`config.mk`:
```
export PLATFORM = sky130hd
export DESIGN_NAME = muldiv_ctrl
export DESIGN_NICKNAME = d
export VERILOG_FILES = /design/src/rtl/muldiv_ctrl_pkg.sv /design/src/rtl/muldiv_ctrl.sv
export SDC_FILE = /design/constraint.sdc
export NUM_CORES = 1
export LEC_CHECK = 0
export CORE_AREA = 2 2 156 158
export CTS_BUF_LIST = sky130_fd_sc_hd__clkbuf_4 sky130_fd_sc_hd__clkbuf_8
export DETAILED_ROUTE_END_ITERATION = 10
export DIE_AREA = 0 0 158 160
export DONT_BUFFER_PORTS = 1
export GPL_TIMING_DRIVEN = 0
export SLEW_MARGIN = 20
export SYNTH_ARGS = -nofsm -noshare
export SYNTH_HDL_FRONTEND = slang
export SYNTH_SLANG_ARGS = --single-unit
```
`constraint.sdc`:
```
create_clock -name clk -period 5.1 [get_ports clk]
set_clock_uncertainty 0.05 [all_clocks]
set_input_delay 0.51 -clock clk [delete_from_list [all_inputs] [get_ports clk]]
set_output_delay 0.51 -clock clk [all_outputs]
set_load 0.1 [all_outputs]
```
`src/rtl/muldiv_ctrl_pkg.sv`:
```
// Shared encodings for the EXE-stage multiply/divide sequencer: req_op values
// (also used by the ALU decode) and the controller state encoding.
package muldiv_ctrl_pkg;

  localparam logic [1:0] MD_MULT  = 2'd0;
  localparam logic [1:0] MD_MULTU = 2'd1;
  localparam logic [1:0] MD_DIV   = 2'd2;
  localparam logic [1:0] MD_DIVU  = 2'd3;

  typedef enum logic [2:0] {
    ST_IDLE      = 3'd0,
    ST_MUL       = 3'd1,
    ST_DIV_ISSUE = 3'd2,
    ST_DIV_WAIT  = 3'd3,
    ST_DONE      = 3'd4,
    ST_DRAIN     = 3'd5
  } state_t;

endpackage

```
`src/rtl/muldiv_ctrl.sv`:
```
// Sequences one MULT/MULTU/DIV/DIVU at a time over an external pipelined
// multiplier and AXI-stream divider, returning a registered {HI,LO} result.
module muldiv_ctrl
  import muldiv_ctrl_pkg::*;
#(
  parameter int MUL_LAT = 2
) (
  input  logic        clk,
  input  logic        reset,
  input  logic        req_valid,
  input  logic [1:0]  req_op,
  input  logic [31:0] src1,
  input  logic [31:0] src2,
  input  logic        cancel,
  input  logic        ack,
  output logic        done,
  output logic        busy,
  output logic [31:0] hi_out,
  output logic [31:0] lo_out,
  output logic        mul_start,
  output logic        mul_signed,
  output logic [31:0] mul_a,
  output logic [31:0] mul_b,
  input  logic [63:0] mul_product,
  output logic        div_s_tvalid,
  input  logic        div_s_tready,
  output logic        div_signed,
  output logic [31:0] div_dividend,
  output logic [31:0] div_divisor,
  input  logic        div_dout_tvalid,
  input  logic [63:0] div_dout,
  output logic [2:0]  fsm_state
);

  localparam int CW = $clog2(MUL_LAT + 1);

  state_t        state, state_nx;
  logic [CW-1:0] cnt;
  logic [31:0]   src1_q, src2_q, hi_q, lo_q;
  logic          sign_q;
  logic          accept, cap_mul, cap_div, mul_hit;

  assign mul_hit = (cnt == CW'(MUL_LAT));

  // Handshakes: the divider input transfers on any cycle where div_s_tvalid and
  // div_s_tready are both high; div_s_tvalid never drops before that transfer
  // unless cancel aborts it. div_dout_tvalid is a one-cycle result strobe (no
  // back-pressure). done/ack follow the same rule as valid/ready.
  always_comb begin
    state_nx = state;
    accept   = 1'b0;
    cap_mul  = 1'b0;
    cap_div  = 1'b0;
    case (state)
      ST_IDLE: begin
        if (req_valid && !cancel) begin
          accept   = 1'b1;
          state_nx = req_op[1] ? ST_DIV_ISSUE : ST_MUL;
        end
      end
      ST_MUL: begin
        if (cancel) state_nx = ST_IDLE;
        else if (mul_hit) begin
          cap_mul  = 1'b1;
          state_nx = ST_DONE;
        end
      end
      ST_DIV_ISSUE: begin
        // A cancelled request already handed to the core must still be drained.
        if (cancel) state_nx = div_s_tready ? ST_DRAIN : ST_IDLE;
        else if (div_s_tready) state_nx = ST_DIV_WAIT;
      end
      ST_DIV_WAIT: begin
        if (cancel) state_nx = div_dout_tvalid ? ST_IDLE : ST_DRAIN;
        else if (div_dout_tvalid) begin
          cap_div  = 1'b1;
          state_nx = ST_DONE;
        end
      end
      ST_DONE: begin
        if (cancel || ack) state_nx = ST_IDLE;
      end
      ST_DRAIN: begin
        if (div_dout_tvalid) state_nx = ST_IDLE;
      end
      default: state_nx = ST_IDLE;
    endcase
  end

  always_ff @(posedge clk) begin
    if (reset) begin
      state  <= ST_IDLE;
      cnt    <= '0;
      src1_q <= '0;
      src2_q <= '0;
      sign_q <= 1'b0;
      hi_q   <= '0;
      lo_q   <= '0;
    end else begin
      state <= state_nx;
      cnt   <= (state == ST_MUL && state_nx == ST_MUL) ? cnt + CW'(1) : '0;
      if (accept) begin
        src1_q <= src1;
        src2_q <= src2;
        sign_q <= ~req_op[0];
      end
      if (cap_mul) begin
        hi_q <= mul_product[63:32];
        lo_q <= mul_product[31:0];
      end else if (cap_div) begin
        // Divider packs {quotient, remainder}; LO takes the quotient.
        lo_q <= div_dout[63:32];
        hi_q <= div_dout[31:0];
      end
    end
  end

  assign done         = (state == ST_DONE);
  assign busy         = (state != ST_IDLE);
  assign mul_start    = (state == ST_MUL) && (cnt == '0);
  assign div_s_tvalid = (state == ST_DIV_ISSUE);
  assign hi_out       = hi_q;
  assign lo_out       = lo_q;
  assign mul_signed   = sign_q;
  assign mul_a        = src1_q;
  assign mul_b        = src2_q;
  assign div_signed   = sign_q;
  assign div_dividend = src1_q;
  assign div_divisor  = src2_q;
  assign fsm_state    = state;

endmodule

```
# Word-level counts from Yosys, hierarchy flattened
# Index checks and enable logic that the tools add are counted.
# Widths: inputs -> output; s select.
# word_totals
ram_bits,0
out_inout_bits,201
register_bits,134
memories,0
romBits,0
in_bits,201
latchBits,0
word_cells,52
# classes
n_bitwise,2
div,0
muxes,25
n_reduce_logical,10
n_lt_le_gt_ge,0
shift,0
eq_ne,7
mul,0
n_addsub,1
# ops
operator,n
$mux 32,4
$mux 3,11
$pmux 3 s6,1
$mux 1,8
$eq 3x1->1 const B,2
$eq 3x2->1 const B,2
$eq 3x3->1 const B,2
$logic_and 1x1->1,3
$logic_not 3->1,1
$reduce_bool 3->1,1
$add 2x1->2 const B,1
$eq 2x2->1 const B,1
$logic_not 2->1,1
$mux 2,1
$not 1->1,2
$reduce_bool 2->1,1
$reduce_or 2->1,1
$logic_not 1->1,1
$logic_or 1x1->1,1

# Logic depth before layout (Yosys ltp)
# depth
word_depth,8
depth_mapped,6

# Worst setup path before layout
# OpenSTA, ideal clock, no wires.
# synth_timing
path_kind,register to output
from,register state[2] (netlist: fsm_state[2])
to,output done
n_path_buf,1
required_ns,4.540
path_slack_ns,1.098
stages_incl_launch_ff,4
t_arrival_ns,3.442
cell_sequence,dfxtp_1 -> buf_2 -> inv_1 -> nor3_1
# synth_between
elab_chain_len,1
# synth_rtl
element,line,text
"start, declared",muldiv_ctrl.sv:37,"state_t state, state_nx;"
"start signal, assigned",muldiv_ctrl.sv:100,state <= state_nx;
$eq 3x3->1,muldiv_ctrl.sv:118,assign done = (state == ST_DONE);
"end, declared",muldiv_ctrl.sv:16,"output logic done,"
# No other way between the ends.

# Worst setup path after layout
# layout_timing
from,register state[1] (netlist: fsm_state[1])
to,output div_s_tvalid
# layout_between
elab_chain_len,1
# layout_rtl
element,line,text
$eq 3x2->1,muldiv_ctrl.sv:121,assign div_s_tvalid = (state == ST_DIV_ISSUE);
"end, declared",muldiv_ctrl.sv:25,"output logic div_s_tvalid,"
# No other way between the ends.

==> reports/qor.yml <==
timing:
  setup_violations: 0
  fin_setup_tns_ns: 0
  worst_slew_margin_rel: 0.228
  drv_slew: 0
  final.min_clock_period_ns: 3.43
  maxClockFrequency_mhz: 292
  min_period_over_period: 0.672
  unrepaired_setup_endpoints_after_global_routing: "false"
  max_slew.worst_pin.slew_ns: 1.16
  report.final.hold_viol_count: 0
pwr:
  power.share.sequential: 0.495
  power_per_cell_area_nw_per_um2: 363
  p_clk_frac: 0.350
  switching_share: 0.388
  comb_power_share: 0.154
  cellLeakagePower_nw: 2.29
  power.net_switching_w: 0.00102
  power_report.internal_total_w: 0.00161
  peak_supply_drop_v: 0.000147
floorplanning:
  die_width_um: 158
  io_pins: 402
  fp.coreArea_um2: 23800
  fp-row-count: 57
  start_util: 0.269
  floorplan_die_height_um: 160
  die_area_um2: 25300
critical_path:
  timing.critical_path.max_delay_family: "flip-flops"
  r2r_start: "fsm_state[1]$_SDFF_PP0_"
  endpoint_of_the_worst_register_to_register_path: "lo_out[10]$_SDFFE_PP0P_"
  buffer_and_inverter_count_on_the_worst_path: 1
  critPathMaxStageDelay_ns: 1.09
  endpoint: "div_s_tvalid"
  cp_cell_sequence: "buf_6 -> nor2b_1 -> nor2b_2"
  r2r_cells: 5
  worstSetupPathDepth: 3
  worst-path-max-fanout: 10
  setup.worst_path.class: "reg2out"
  critPathSlowestCell: "sky130_fd_sc_hd__dfxtp_1"
  worstSetupStartpointType: "register"
  timing.critical_path.from: "fsm_state[1]$_SDFF_PP0_"
  cp_data_arrival_time_ns: 2.87
  critical_path.endpoint_type: "output port"
  worstPathRequired_ns: 4.54
  worst-r2r-setup-slack_ns: 2.36
finish:
  signed_area_change_from_the_synthesized_netlist_to_the_final_layout_pct: 13.0
  fillCellCount: 2606
  area_of_combinational_cells_with_multiple_inputs_um2: 2800
  layout-drive-gt1-share: 0.170
  nNetsFinal: 1014
  seqCellArea_um2: 2690
  fin_cells: 1148
clock_tree:
  clk_transition_reported_paths_ns: 0.07
  cts_resized: 0
  cts_htree_levels: 4
  cts_stage_hold_buffer_count: 0
  clk_path_buf_depth: 2
  numCtsBuffers: 17
  clockRootBuffer: "sky130_fd_sc_hd__clkbuf_8"
  postCtsSetupRepairBufs: 0
  worstSkewPairLatency_ns: 0.43
  cts_tree: "yes"
  cts_num_sinks: 134
synthesis:
  yosys_most_used_dff: "sky130_fd_sc_hd__dfxtp_1"
  yosys-top-cells-area: "sky130_fd_sc_hd__dfxtp_1 42%, sky130_fd_sc_hd__nand3_1 10%, sky130_fd_sc_hd__o21ai_0 9.1%"
  synth_top_area_frac: 0.419
  netlist_area_um2: 6400
  sequential_cell_area_fraction_in_the_yosys_report: 0.419
  library_cells_used_by_synthesis: 36
  syn_avg_cell_area_um2: 8.09
  ys_ff_latch: 134
  postSynthCellCount: 791
  synth.top_cells.by_count: "134 x sky130_fd_sc_hd__dfxtp_1, 129 x sky130_fd_sc_hd__nand3_1, 116 x sky130_fd_sc_hd__o21ai_0, 67 x sky130_fd_sc_hd__nor3_1"
  syn_nets: 994
  cell_type_with_the_largest_total_area_after_synthesis: "sky130_fd_sc_hd__dfxtp_1"
  synthMostInstantiatedCell: "sky130_fd_sc_hd__dfxtp_1"
  synth.yosys.warnings: 0
  async_reset_ff_frac: 0
  edff_count_synth: 0
detailed_routing:
  vias: 6341
  detail-route-antenna-nets: 0
  avgRoutedWirePerCell_um: 22.2
  detail_route.iter0.violations: 481
  detail_route.drc_violations: 0
  vias_per_cell: 5.52
  pre_antenna_drt_iters: 5
  finalWirelength_um: 25400
global_route:
  grt_util_all_layers: 0.190
  global_route.overflow_total: 0
  number_of_antenna_violations_at_the_first_check_in_global_routing: 1
  largest_net_degree_at_the_start_of_global_routing: 17
  grt_pass1_wl_um: 36600
  grt_pass1_vias: 6019
hold_path:
  holdCritPathClass: "in2reg"
run_status:
  run_status: "finished clean"
placed_design:
  placer_congestion_estimate: 0.829
  placement.io_buffers: 0
  place_hpwl_um: 18600
  placed_cells: 1116
flow_run:
  drv.max_cap_violation_count: 0
-- cell families (layout without fill, tap and decap cells) --
logic type	after synthesis	after routing	synth area share
buffers and inverters	166	198	0.144
AOI/OAI and AO/OA	267	267	0.249
other	0	1	0
and+or+nand+nor	221	221	0.183
muxes	1	1	0.00176
adders and majority gates	2	2	0.00391
DFF	134	134	0.419
-- metrics by stage --
| step | power, W | area, µm² | worst slack (ns) | utilization | hold WS [ns] |
|---|---|---|---|---|---|
| floorplan | 0.00166 | 6400 | 1.10 | - | 0.445 |
| global placement | 0.00173 | 6800 | 0.790 | 0.286 | 0.477 |
| detailed placement | 0.00173 | 6840 | 1.88 | 0.287 | 0.478 |
| CTS | 0.00265 | 7230 | 1.39 | 0.303 | 0.0944 |
| global route | 0.00273 | 7230 | 1.53 | 0.304 | 0.0860 |
| finish | 0.00263 | 7230 | 1.67 | 0.304 | 0.140 |
-- placed cells by master, fill, tap and decap left out, types with 3 or more instances in the layout --
cell type                  netlist  routed
sky130_fd_sc_hd__dfxtp_1       134     132
sky130_fd_sc_hd__nand3_1       129     129
sky130_fd_sc_hd__o21ai_0       116     116
sky130_fd_sc_hd__nor3_1         67      66
sky130_fd_sc_hd__a21oi_1        65      65
sky130_fd_sc_hd__a311oi_1       65      65
sky130_fd_sc_hd__buf_4          65      65
sky130_fd_sc_hd__clkbuf_1       63      63
sky130_fd_sc_hd__buf_2          25      25
sky130_fd_sc_hd__clkbuf_8        0      19
sky130_fd_sc_hd__o21ai_1        15      15
sky130_fd_sc_hd__inv_1           5       5
sky130_fd_sc_hd__nor2b_1         6       5
sky130_fd_sc_hd__clkinv_2        0       5
sky130_fd_sc_hd__clkbuf_2        4       4
sky130_fd_sc_hd__a31oi_1         4       4
sky130_fd_sc_hd__nand2_1         3       3
-- power by group through the flow --
stage	logic [W]	registers, W	clock network (W)
floorplan	0.000353	0.00131	0
global placement	0.000405	0.00132	0
detailed placement	0.000406	0.00133	0
CTS	0.000406	0.00130	0.000946
global route	0.000427	0.00131	0.000995
finish	0.000406	0.00130	0.000920
-- metal layers --
layer / vias up / wire length (µm) / global-route usage
li1: 2909 / - / -
met1: 3011 / 9400 / 0.209
met2: 383 / 12700 / 0.331
met3: 38 / 2720 / 0.0754
met4: 0 / 610 / 0.0667
met5: - / 0 / 0
-- registers in the layout, summed over array words and instances (netlist names) --
signal,flops
div_divisor,32
fsm_state,3
div_dividend,32
div_signed,1
hi_out,32
cnt,2
lo_out,32
-- area by class of cell --
cell class                 instances  share of cell area
tap                              324              0.0561
timing repair buffer               1             0.00381
antenna                            1            0.000346
sequential                       134               0.371
multi-input combinational        491               0.388
buffer                           160               0.124
clock inverter                    12              0.0177
inverter                           6             0.00311
clock buffer                      19              0.0362
-- worst min-delay path by stage --
stage | startpoint | endpoint | slack [ns] | depth (start not counted)
CTS | req_op[0] | div_signed$_SDFFE_PP0P_ | 0.09 | 1
global placement | cnt[0]$_SDFF_PP0_ | cnt[0]$_SDFF_PP0_ | 0.48 | 3
floorplan | cnt[0]$_SDFF_PP0_ | cnt[0]$_SDFF_PP0_ | 0.44 | 3
global route | req_op[0] | div_signed$_SDFFE_PP0P_ | 0.09 | 1
finish | req_op[0] | div_signed$_SDFFE_PP0P_ | 0.14 | 1
detailed placement | cnt[0]$_SDFF_PP0_ | cnt[0]$_SDFF_PP0_ | 0.48 | 3
-- worst register-to-register path, cell delays in order (launching register included) --
cell and delay [ns]:
sky130_fd_sc_hd__dfxtp_1 1.09, sky130_fd_sc_hd__buf_6 0.25, sky130_fd_sc_hd__and2b_1 0.25, sky130_fd_sc_hd__nand3_2 0.28, sky130_fd_sc_hd__clkbuf_1 0.49, sky130_fd_sc_hd__a311oi_1 0.18
Power figures use the tool's default switching activity.
